===== config.mk =====
export PLATFORM = sky130hd
export DESIGN_NAME = timer_display_flat
export DESIGN_NICKNAME = d
export VERILOG_FILES = /design/src/rtl/timer_display_if.sv /design/src/rtl/timer_display.sv /design/src/flat_wrapper.sv
export SDC_FILE = /design/constraint.sdc
export NUM_CORES = 1
export LEC_CHECK = 0
export ABC_CLOCK_PERIOD_IN_PS = 3500
export BUFFER_PORTS_ARGS = -buffer_cell sky130_fd_sc_hd__buf_2
export CAP_MARGIN = 20
export CORE_ASPECT_RATIO = 0.9
export CORE_MARGIN = 2
export CORE_UTILIZATION = 42
export CTS_BUF_LIST = sky130_fd_sc_hd__clkbuf_8
export DETAILED_ROUTE_END_ITERATION = 8
export GPL_TIMING_DRIVEN = 0
export HOLD_SLACK_MARGIN = 0.08
export MAX_ROUTING_LAYER = met4
export PLACE_DENSITY = 0.71
export SLEW_MARGIN = 20
export SYNTH_ARGS = -nofsm -noshare
export SYNTH_HDL_FRONTEND = slang
export SYNTH_SLANG_ARGS = --single-unit

===== constraint.sdc =====
create_clock -name clk -period 3.5 [get_ports clk]
set_input_delay 0.525 -clock clk [delete_from_list [all_inputs] [get_ports clk]]
set_output_delay 0.525 -clock clk [all_outputs]
set_load 0.005 [all_outputs]

===== src/rtl/timer_display_if.sv =====
// Signal bundle between the game timer, timer_display and the board display pins.
// There is no valid/ready handshake: the master holds start/min/sec1/sec2 as levels that the
// slave samples every clk, and the slave drives its registered outputs every clk.
interface timer_display_if;
  logic       start;
  logic [3:0] min;
  logic [3:0] sec1;
  logic [3:0] sec2;
  logic [6:0] seg;
  logic       dp;
  logic [3:0] an;
  logic       time_up;
  logic [1:0] dbg_idx;

  modport master (
    output start, min, sec1, sec2,
    input  seg, dp, an, time_up, dbg_idx
  );

  modport slave (
    input  start, min, sec1, sec2,
    output seg, dp, an, time_up, dbg_idx
  );
endinterface


===== src/rtl/timer_display.sv =====
// Glitch-filtered 4-digit multiplexed 7-segment driver for the countdown timer.
// Optional macro TIMEUP_BLINK_EN blanks the display every other half blink period while time_up.
module timer_display #(
  parameter int REFRESH_DIV = 50000,
  parameter int BLINK_DIV   = 2**24
) (
  input  logic            clk,
  input  logic            rst,
  timer_display_if.slave  bus
);

  localparam int SW = (REFRESH_DIV > 1) ? $clog2(REFRESH_DIV) : 1;

  if (REFRESH_DIV < 2 || BLINK_DIV < 2 || (BLINK_DIV % 2) != 0) begin : g_bad_param
    $error("timer_display: REFRESH_DIV must be >= 2 and BLINK_DIV must be even and >= 2");
  end

  typedef enum logic [1:0] {
    DIG_SEC2  = 2'd0,
    DIG_SEC1  = 2'd1,
    DIG_MIN   = 2'd2,
    DIG_BLANK = 2'd3
  } digit_e;

  digit_e        r_idx;
  digit_e        w_idx_next;
  logic [SW-1:0] r_slot;
  logic          w_wrap;

  logic [11:0]   w_in;
  logic [11:0]   r_s0;
  logic [11:0]   r_s1;
  logic [11:0]   r_cap;

  logic [6:0]    r_seg;
  logic          r_dp;
  logic [3:0]    r_an;
  logic          r_time_up;
  logic [6:0]    w_seg_next;
  logic          w_dp_next;
  logic [3:0]    w_an_next;
  logic          w_time_up_next;
  logic          w_blank;

  function automatic logic [6:0] f_decode(input logic [3:0] d);
    logic [6:0] s;
    case (d)
      4'd0:    s = 7'h40;
      4'd1:    s = 7'h79;
      4'd2:    s = 7'h24;
      4'd3:    s = 7'h30;
      4'd4:    s = 7'h19;
      4'd5:    s = 7'h12;
      4'd6:    s = 7'h02;
      4'd7:    s = 7'h78;
      4'd8:    s = 7'h00;
      4'd9:    s = 7'h10;
      default: s = 7'h3F;
    endcase
    return s;
  endfunction

  // A value reaches r_cap only after two consecutive equal samples, so 1-cycle glitches are dropped.
  assign w_in = {bus.min, bus.sec1, bus.sec2};

  always_ff @(posedge clk or negedge rst) begin
    if (!rst) begin
      r_s0  <= '0;
      r_s1  <= '0;
      r_cap <= '0;
    end else begin
      r_s0 <= w_in;
      r_s1 <= r_s0;
      if (r_s0 == r_s1) begin
        r_cap <= r_s0;
      end
    end
  end

  assign w_wrap = (r_slot == SW'(REFRESH_DIV - 1));

  always_ff @(posedge clk or negedge rst) begin
    if (!rst) begin
      r_slot <= '0;
    end else if (w_wrap) begin
      r_slot <= '0;
    end else begin
      r_slot <= r_slot + SW'(1);
    end
  end

  always_ff @(posedge clk or negedge rst) begin
    if (!rst) begin
      r_idx <= DIG_SEC2;
    end else begin
      r_idx <= w_idx_next;
    end
  end

  always_comb begin
    w_idx_next = r_idx;
    if (w_wrap) begin
      case (r_idx)
        DIG_SEC2:  w_idx_next = DIG_SEC1;
        DIG_SEC1:  w_idx_next = DIG_MIN;
        DIG_MIN:   w_idx_next = DIG_BLANK;
        DIG_BLANK: w_idx_next = DIG_SEC2;
        default:   w_idx_next = DIG_SEC2;
      endcase
    end
  end

  // Outputs follow the next index so an/seg/dp change on the same edge the index does.
  always_comb begin
    w_seg_next = 7'h7F;
    w_dp_next  = 1'b1;
    w_an_next  = 4'hF;
    case (w_idx_next)
      DIG_SEC2: begin
        w_an_next  = 4'b1110;
        w_seg_next = f_decode(r_cap[3:0]);
      end
      DIG_SEC1: begin
        w_an_next  = 4'b1101;
        w_seg_next = f_decode(r_cap[7:4]);
      end
      DIG_MIN: begin
        w_an_next  = 4'b1011;
        w_seg_next = f_decode(r_cap[11:8]);
        w_dp_next  = 1'b0;
      end
      DIG_BLANK: begin
        w_an_next  = 4'b0111;
      end
      default: begin
        w_an_next  = 4'hF;
      end
    endcase
  end

  assign w_time_up_next = bus.start & (r_cap == 12'h000);

`ifdef TIMEUP_BLINK_EN
  localparam int BW = $clog2(BLINK_DIV);
  logic [BW-1:0] r_blink;
  logic [BW-1:0] w_blink_next;

  // Held at zero outside time_up so the first half-period after time_up rises is lit.
  always_comb begin
    w_blink_next = '0;
    if (r_time_up) begin
      w_blink_next = (r_blink == BW'(BLINK_DIV - 1)) ? '0 : r_blink + BW'(1);
    end
  end

  always_ff @(posedge clk or negedge rst) begin
    if (!rst) begin
      r_blink <= '0;
    end else begin
      r_blink <= w_blink_next;
    end
  end

  assign w_blank = r_time_up & (w_blink_next >= BW'(BLINK_DIV / 2));
`else
  assign w_blank = 1'b0;
`endif

  always_ff @(posedge clk or negedge rst) begin
    if (!rst) begin
      r_seg     <= 7'h7F;
      r_dp      <= 1'b1;
      r_an      <= 4'hF;
      r_time_up <= 1'b0;
    end else begin
      r_seg     <= w_seg_next;
      r_dp      <= w_dp_next;
      r_an      <= w_blank ? 4'hF : w_an_next;
      r_time_up <= w_time_up_next;
    end
  end

  assign bus.seg     = r_seg;
  assign bus.dp      = r_dp;
  assign bus.an      = r_an;
  assign bus.time_up = r_time_up;
  assign bus.dbg_idx = r_idx;

endmodule

===== src/flat_wrapper.sv =====
// flat-port wrapper written by rule: the top's interface ports become plain ports
module timer_display_flat 
#(
  parameter int REFRESH_DIV = 50000,
  parameter int BLINK_DIV   = 2**24
)
  (clk, rst, bus_start, bus_min, bus_sec1, bus_sec2, bus_seg, bus_dp, bus_an, bus_time_up, bus_dbg_idx);
  timer_display_if bus_i ();
  input  logic clk;
  input  logic rst;
  input wire logic [$bits(bus_i.start)-1:0] bus_start;
  input wire logic [$bits(bus_i.min)-1:0] bus_min;
  input wire logic [$bits(bus_i.sec1)-1:0] bus_sec1;
  input wire logic [$bits(bus_i.sec2)-1:0] bus_sec2;
  output wire logic [$bits(bus_i.seg)-1:0] bus_seg;
  output wire logic [$bits(bus_i.dp)-1:0] bus_dp;
  output wire logic [$bits(bus_i.an)-1:0] bus_an;
  output wire logic [$bits(bus_i.time_up)-1:0] bus_time_up;
  output wire logic [$bits(bus_i.dbg_idx)-1:0] bus_dbg_idx;
  assign bus_i.start = bus_start;
  assign bus_i.min = bus_min;
  assign bus_i.sec1 = bus_sec1;
  assign bus_i.sec2 = bus_sec2;
  assign bus_seg = bus_i.seg;
  assign bus_dp = bus_i.dp;
  assign bus_an = bus_i.an;
  assign bus_time_up = bus_i.time_up;
  assign bus_dbg_idx = bus_i.dbg_idx;
  timer_display #(.REFRESH_DIV(REFRESH_DIV), .BLINK_DIV(BLINK_DIV)) u_core (.clk(clk), .rst(rst), .bus(bus_i));
endmodule

==> results.md, run 1 <==
* Status: completed
* Starting DRT DRC Count at 136
* CTS tree: yes
* Final setup viols at 0
* Synth cell types at 44
* Flop2flop setup slack at 1.24 ns
* # port buffers at 29
* IO Pins at 30
* Pwr/cell area at 443 nW/µm²
* Post-Syn Instances at 293
* Tmin final at 2.26 ns
* CP endpoint kind: register
* First-pass GRT wire length at 9920 µm
* Crit path launch type: register
* Slew HR at 67.2%
* Die ar. at 8320 µm²
* Worst min path class: in -> reg
* Slowest Stage Delay on Critical Path at 0.38 ns
* H-tree levels at 3
* FF-to-FF End: u_core.bus.seg[1]
* Post-synth EDFFs at 0
* CTS Root Buffer Type: clkbuf_8
* Vias in the first global route at 2097
* Worst Hold Path Cells at 1
* Worst slew pin tran at 0.480 ns
* Area added between synthesis and finish at 17.1%
* WL/cell at 13.0 µm
* Global Route Usage Sum at 16.1%
* Total routed wirelength at 5660 µm
* Maximum vdd ir drop at 0.297 mV
* Crit path kind: reg -> reg
* Vias/cell at 5.01
* Dpl hpwl at 4180 µm
* Die Ht at 86.7 µm
* Total nets after synthesis at 329
* Post-layout util at 50.1%
* Worst skew pair latency at 0.35 ns
* Skew final at 0.00826 ns
* Total negative slack at 0 ns
* Grt total ovfl at 0
* GP Congestion at 0.850
* Total power at 1.66 mW
* Fill cells at 669
* Pin count of the biggest net entering global routing at 42
* Fin. Hold Viols at 0
* Req. time, crit path at 3.75 ns
* Row cnt at 30
* Async SR Flop Fraction at 100%
* Post-synth top area share at 43.1%
* Yosys synthesis warning count at 0
* Seq cells post-synth at 67
* Post-route ant nets at 0
* Cell area after synthesis at 3190 µm²
* Worst Path Arrival at 2.51 ns
* Layout Nets at 371
* Leak Pwr at 1.63 nW
* Clock Path Buffers at 2
* Initial antenna violation count at 0
* Worst-path maximum fanout at 8
* Worst setup path start: u_core.r_slot[0]
* Share of cells above drive strength 1 at 20.3%
* Register area share after synthesis at 53.0%
* RSZ-0062 raised after global routing: no
* Main synth FF type: dfrtp_1
* Period Utilization, post-route at 64.4%
* FF-to-FF path depth at 8
* F_max at 443 MHz
* PostCTS Resize Cnt at 0
* Vias at 2184
* Clock-pin slew of the registers on the worst-case setup and hold paths at 0.07 ns
* CP endpoint: u_core.bus.seg[1]
* Synth top area cells: dfrtp_1, dfstp_2, ha_1
* Slowest cell on crit path: or3_1
* Cell taking the most area after synthesis: dfrtp_1
* Avg Cell Area, Syn at 10.9 µm²
* Die X at 95.9 µm
* Reg-to-Reg Start: u_core.r_slot[0]
* Core box area at 7470 µm²
* Number of max-cap violations at 0
* Crit-path cells: ha_1, and3_1, and4_1, buf_6, mux2i_4, inv_2, or3_1, a31oi_1
* Slew Limit Fails at 0
* Starting Density at 42.8%
* Inserted Clock Buffers at 9
* CTS Sinks at 67
* DRC viols at 0
* TritonRoute pass-1 iters at 4
* Postcts setup bufs at 0
* ANT cells at 0
[Yosys cell counts, types with 2 or more instances]
master and count:
dfrtp_1 55, nor2_1 24, nand2_1 22, ha_1 21, xnor2_1 19, inv_1 18, o21ai_0 18, dfstp_2 12
a21oi_1 11, clkbuf_1 9, mux2i_1 7, nand4_1 7, nor3_1 7, xor2_1 6, o22ai_1 5, mux2_2 4
or3_1 4, a31oi_1 3, and4_1 3, nor2b_1 3, o211ai_1 3, a2111oi_0 2, a21o_1 2, and2_1 2
and3_1 2, and4bb_1 2, nand2b_1 2, nand3_1 2, nand3b_1 2, nor4b_1 2
[through the flow]
stage | setup slack, ns | std cells | cell area [µm²] | hold WS, ns
floorplan | 1.56 | 293 | 3190 | 0.229
global placement | 1.34 | 418 | 3460 | 0.409
detailed placement | 1.30 | 419 | 3480 | 0.410
CTS | 1.28 | 436 | 3740 | 0.256
global route | 1.12 | 436 | 3740 | 0.253
finish | 1.24 | 436 | 3740 | 0.280
[per-layer routing]
metal	share of wire, %	GRT usage [%]
met5	0	-
met4	1.7	6.62
met3	6.3	4.61
met2	44	21.5
met1	48	22.9
[kinds of logic (layout without fill, tap and decap cells)]
kind of cell             after synthesis  after routing  synth area share, %
XOR/XNOR                              25             25                 6.85
multiplexers                          12             12                 4.31
AO/OA/AOI/OAI                         50             50                 9.36
buffers and inverters                 31             78                 4.03
AND/OR/NAND/NOR                       87             87                 14.3
adder cells (fa/ha/maj)               21             21                 8.23
flip-flops                            67             67                 53.0
[layout by cell type (no fill, tap or decap), types with 9 or more instances in the layout]
cell,netlist,routed
dfrtp_1,55,55
buf_2,1,29
nor2_1,24,24
nand2_1,22,22
ha_1,21,21
xnor2_1,19,19
inv_1,18,18
o21ai_0,18,18
dfstp_2,12,12
a21oi_1,11,11
clkbuf_1,9,9
clkbuf_8,0,9
[critical path, delay by kind of cell, from the launching register on]
family / cells / cell delay [ns]
AND/OR/NAND/NOR: 3 / 0.80
adder cells (fa/ha/maj): 1 / 0.23
buffers and inverters: 2 / 0.26
multiplexers: 1 / 0.26
flip-flops: 1 / 0.36
AO/OA/AOI/OAI: 1 / 0.25
[report_power, final]
| part | switching [mW] | total [mW] | internal, mW |
|---|---|---|---|
| Clock | 0.300 | 0.779 | 0.479 |
| Combinational | 0.0376 | 0.0694 | 0.0319 |
| Sequential | 0.0125 | 0.809 | 0.797 |
| Total | 0.350 | 1.66 | 1.31 |
[timing repair]
action | 4_1_cts | 5_1_grt
endpoints found under the setup margin | 0 | 0
hold buffers | 1 | 0
endpoints found under the hold margin | 23 | 0
[worst min path at each step]
stage,to,from,slack (ns)
finish,u_core.r_s0[3],bus_sec2[3],0.28
global route,u_core.r_s0[3],bus_sec2[3],0.25
CTS,u_core.r_s0[11],bus_min[3],0.26
detailed placement,u_core.r_s1[1],u_core.r_s0[1],0.41
global placement,u_core.r_s1[3],u_core.r_s0[3],0.41
floorplan,u_core.bus.dbg_idx[0],rst,0.23
[registers in the layout (all words and copies together) (netlist names)]
name	count
u_core.r_cap	12
u_core.bus.seg	7
u_core.r_slot	16
u_core.r_s0	12
u_core.bus.time_up	1
u_core.r_s1	12
u_core.bus.dp	1
u_core.bus.dbg_idx	2
u_core.bus.an	4
[cell type report]
type | instances | area (µm²) | area share (%)
plain buffers | 12 | 57.6 | 1.54
clock buffers | 9 | 124 | 3.31
well taps | 96 | 120 | 3.21
clock inverters | 7 | 125 | 3.34
inverters | 19 | 71.3 | 1.91
repair buffers | 31 | 178 | 4.75
flip-flops and latches | 67 | 1690 | 45.2
multi-input cells | 195 | 1370 | 36.7
No activity file was read; power rests on OpenSTA's default activity.
==> inputs of run 2 (changes only) <==
Settings changed: ABC_AREA set to 1, ABC_CLOCK_PERIOD_IN_PS 3500 to 2050, PLACE_DENSITY 0.71 to 0.73.
Clock period 3.5 ns to 2.05 ns, I/O delays scaled along.
==> results.md, run 2 <==
* FF-to-FF End: u_core.bus.seg[6]
* Inserted Clock Buffers at 9
* Pin count of the biggest net entering global routing at 68
* Combinational fraction of design power at 7.1%
* Final setup viols at 0
* Period Utilization, post-route at 85.2%
* Post-synth top area share at 42.0%
* Vias/cell at 4.78
* Clock share of power at 38.6%
* Core box area at 7540 µm²
* PostCTS Resize Cnt at 0
* Die Ht at 87.8 µm
* Synth top cells by count: dfrtp_1, nand2_1, nor2_1
* Setup ws final at 0.304 ns
* Post-layout util at 51.2%
* CTS tree: yes
* Seq pwr share at 54.4%
* IO Pins at 30
* Starting DRT DRC Count at 173
* Worst Hold Path Cells at 3
* Area added between synthesis and finish at 17.7%
* Share of cells above drive strength 1 at 20.0%
* FF-to-FF path depth at 10
* Die ar. at 8530 µm²
* Layout Nets at 441
* Total negative slack at 0 ns
* Avg Cell Area, Syn at 9.32 µm²
* Reg-to-Reg Start: u_core.r_slot[0]
* Skew final at 0.00653 ns
* Worst Hold Path EP: u_core.bus.time_up
* Worst skew pair latency at 0.35 ns
* Pwr/cell area at 668 nW/µm²
* Global Route Usage Sum at 16.1%
* Flop2flop setup slack at 0.30 ns
* Req. time, crit path at 2.33 ns
* Clock-pin slew of the registers on the worst-case setup and hold paths at 0.08 ns
* Worst slew pin tran at 0.795 ns
* WL/cell at 11.3 µm
* Grt total ovfl at 0
* CTS Sinks at 67
* Initial antenna violation count at 0
* ANT cells at 0
* Seq cells post-synth at 67
* Number of max-cap violations at 0
* Fin. Hold Viols at 0
* F_max at 573 MHz
* Total routed wirelength at 5740 µm
* H-tree levels at 3
* Dpl hpwl at 4250 µm
* # port buffers at 29
* Post-synth EDFFs at 0
* Switching Fraction at 25.6%
* Status: completed
* Worst-path maximum fanout at 10
* Die X at 97.1 µm
* Synth top area cells: dfrtp_1, dfstp_2, ha_1
* CTS Root Buffer Type: clkbuf_8
* Top-count cell post-synth: dfrtp_1
* Int Pwr at 1.92 mW
* HP Start: bus_start
* Tmin final at 1.75 ns
* Max reg flops at 16
* Row cnt at 30
* Starting Density at 43.5%
* GP Congestion at 0.868
* Clock Path Buffers at 2
* Worst min path class: in -> reg
* Switching pwr at 0.661 mW
* Register area share after synthesis at 51.6%
* Crit path launch type: register
* Yosys synthesis warning count at 0
* CP endpoint kind: register
* Worst Path Arrival at 2.03 ns
* Vias in the first global route at 2403
* Leak Pwr at 1.89 nW
* Commonest cells after routing, fill and taps aside: dfrtp_1, nand2_1, nor2_1, inv_1, buf_2
* Vias at 2419
* Async SR Flop Fraction at 100%
* Total nets after synthesis at 388
* Main synth FF type: dfrtp_1
* Post-route ant nets at 0
* Maximum vdd ir drop at 0.496 mV
* Crit path kind: reg -> reg
* TritonRoute pass-1 iters at 4
* Largest reg by FF count: u_core.r_slot
* Slew Limit Fails at 0
* Worst slack at placement at 0.310 ns
* RSZ-0062 raised after global routing: no
* First-pass GRT wire length at 10700 µm
* Commonest non-fill, non-tap cell in the layout: dfrtp_1
* Cell area after synthesis at 3280 µm²
* Post-Syn Instances at 352
* DRC viols at 0
* Cell taking the most area after synthesis: dfrtp_1
* Slew HR at 47.0%
* Synth cell types at 30
[run 2: timing repair]
action                    4_1_cts  5_1_grt
hold endpoints to repair       26        0
setup buffers                   0        0
hold buffers                   13        0
[run 2: stage by stage]
stage	power, mW	cell area (µm²)	hold WS, ns	instances
floorplan	1.51	3280	0.0119	352
global placement	1.59	3540	0.407	477
detailed placement	1.59	3550	0.414	477
CTS	2.63	3860	0.255	506
global route	2.72	3860	0.280	506
finish	2.58	3860	0.285	506
[run 2: worst max-delay path, cell delays in order (launching register included)]
cell and delay (ns):
dfrtp_1 0.38, ha_1 0.20, nand3_1 0.14, nor2_2 0.26, nand2_4 0.13, nand2_4 0.08, nand2_4 0.07, buf_6 0.15
nor2_4 0.12, nand2_1 0.05, nand3_1 0.10
[run 2: power by group through the flow]
stage	clock, mW	sequential, mW	combinational, mW
after floorplan	0	1.42	0.0907
after global placement	0	1.42	0.163
after detailed placement	0	1.43	0.166
after CTS	1.04	1.40	0.185
after global routing	1.10	1.41	0.213
final	0.995	1.40	0.182
[run 2: cell type report]
| class | instances | area, µm² |
|---|---|---|
| plain buffers | 4 | 23.8 |
| repair buffers | 42 | 278 |
| flip-flops and latches | 67 | 1690 |
| fillers | 683 | 3680 |
| clock inverters | 7 | 60.1 |
| multi-input cells | 239 | 1400 |
| clock buffers | 9 | 124 |
| well taps | 96 | 120 |
| inverters | 42 | 160 |
[run 2: logic make-up (layout without fill, tap and decap cells)]
logic type,Yosys count,count (layout),synth area share [%]
XOR/XNOR,18,18,4.81
buffers and inverters,46,104,5.61
AO/OA/AOI/OAI,48,48,7.44
AND/OR/NAND/NOR,152,152,22.5
flip-flops,67,67,51.6
adder cells (fa/ha/maj),21,21,8.01
[run 2: metal layers]
layer,global-route usage (%),wire (µm)
met5,-,0
met4,6.40,104
met3,4.79,296
met2,24.9,2530
met1,20.2,2810
[run 2: worst max-delay path by stage]
stage / start / to / depth (start not counted)
5_1_grt: u_core.r_slot[0] / u_core.bus.seg[5] / 8
3_3_place_gp: u_core.r_slot[0] / u_core.bus.seg[4] / 10
6_report: u_core.r_slot[0] / u_core.bus.seg[6] / 10
2_1_floorplan: u_core.r_slot[0] / u_core.bus.seg[6] / 9
4_1_cts: u_core.r_slot[0] / u_core.bus.seg[6] / 10
3_5_place_dp: u_core.r_slot[0] / u_core.bus.seg[6] / 10
==> inputs of run 3 (changes only) <==
Settings changed: ABC_AREA 1 to not set, MAX_ROUTING_LAYER met4 to not set.
==> results.md, run 3 (synthesized netlist as in run 1, its figures left out) <==
* GP Congestion at 0.854
* Failing checks: setup timing
* WL/cell at 13.0 µm
* Reg-to-Reg Start: u_core.r_slot[0]
* Vias at 2283
* Total power at 2.64 mW
* Number of max-cap violations at 0
* Largest reg by FF count: u_core.r_slot
* TritonRoute pass-1 iters at 4
* CTS Root Buffer Type: clkbuf_8
* Final setup viols at 1
* Clock Path Buffers at 2
* Crit path launch type: register
* H-tree levels at 3
* Fin. Hold Viols at 0
* Crit path kind: reg -> reg
* Status: finished with violations
* HP Start: bus_start
* Clock-pin slew of the registers on the worst-case setup and hold paths at 0.07 ns
* Worst-path maximum fanout at 6
* Skew final at 0.00593 ns
* Worst slack at placement at -0.130 ns
* First-pass GRT wire length at 10500 µm
* Die Ht at 86.7 µm
* Starting Density at 42.8%
* Vias in the first global route at 2270
* Pwr/cell area at 672 nW/µm²
* Worst min path class: in -> reg
* Starting DRT DRC Count at 162
* Inserted Clock Buffers at 9
* Total negative slack at -0.00248 ns
* # port buffers at 29
* Post-route ant nets at 0
* Worst skew pair latency at 0.35 ns
* Leak Pwr at 1.71 nW
* DP Area at 3480 µm²
* Share of cells above drive strength 1 at 23.5%
* Worst setup path start: u_core.r_slot[0]
* DRC viols at 0
* Finished Layout Cells at 458
* ANT cells at 0
* Slew HR at 65.7%
* Worst slew pin tran at 0.510 ns
* Global Route Usage Sum at 16.5%
* Hold_ws at 0.294 ns
* Core box area at 7470 µm²
* Maximum vdd ir drop at 0.493 mV
* Fin area at 3920 µm²
* Flop2flop setup slack at -0.002 ns
* Setup ws final at -0.00248 ns
* Vias/cell at 4.98
* Commonest non-fill, non-tap cell in the layout: dfrtp_1
* Slew Limit Fails at 0
* Total routed wirelength at 5970 µm
* Layout Nets at 393
* CP endpoint kind: register
* Post-layout util at 52.5%
* Pin count of the biggest net entering global routing at 46
* CTS Sinks at 67
* Die ar. at 8320 µm²
* RSZ-0062 raised after global routing: yes
* Commonest cells after routing, fill and taps aside: dfrtp_1, buf_2, nor2_1, nand2_1, ha_1
* CTS tree: yes
* Initial antenna violation count at 0
* Req. time, crit path at 2.31 ns
* Area added between synthesis and finish at 22.8%
* Period Utilization, post-route at 100%
* Cell Count Post-Placement at 419
* Worst Path Arrival at 2.32 ns
* Dpl hpwl at 4220 µm
* Die X at 95.9 µm
* F_max at 487 MHz
* Max reg flops at 16
* Tmin final at 2.05 ns
* Row cnt at 30
* Grt total ovfl at 0
* IO Pins at 30
run 3: cell count changes in the layout (fill, tap and decap cells not counted), moves of 11 or more:
cell,change
nand2_1,-25
nand3_1,-18
inv_1,-20
buf_4,+11
nor2_1,-15
xnor2_1,+11
a21oi_1,-17
run 3: report_power, final:
part	leakage [nW]	internal [mW]	switching (mW)	total, mW
logic	0.790	0.0693	0.0668	0.136
clock network	0.101	0.580	0.539	1.12
registers	0.819	1.36	0.0225	1.38
run 3: layout make-up:
cell class	instances	area, µm²
fill	683	3550
multi-input combinational	195	1400
clock buffer	9	124
sequential	67	1690
clock inverter	7	81.3
tap	96	120
inverter	19	71.3
timing repair buffer	53	373
buffer	12	58.8
run 3: repair_timing:
| item | in CTS | in global routing |
|---|---|---|
| setup buffers | 6 | 4 |
| setup endpoints to repair | 4 | 8 |
| hold endpoints to repair | 34 | 0 |
| hold buffers | 13 | 0 |
| gates resized for setup | 3 | 5 |
| pin swaps | 2 | 6 |
run 3: final timing paths:
| path | end | depth (start not counted) |
|---|---|---|
| min reg2reg | u_core.r_s1[8] | 0 |
| min | u_core.bus.time_up | 2 |
| max reg2reg | u_core.bus.seg[1] | 8 |
| min in group asynchronous | u_core.r_s1[9] | 2 |
| max in group asynchronous | u_core.bus.an[2] | 3 |
| max | u_core.bus.seg[1] | 8 |
run 3: routing by layer:
metal  wire, µm  track usage (%)
met1       2860             22.4
met2       2730             25.0
met5          0                0
met4         81             6.23
met3        302             4.96
run 3: worst max-delay path: stages (launching register included):
cell and delay (ns):
dfrtp_1 0.41, ha_4 0.17, and3_4 0.14, and4_1 0.19, buf_6 0.13, mux2i_4 0.18, buf_4 0.15, or3_4 0.38
a31oi_1 0.22
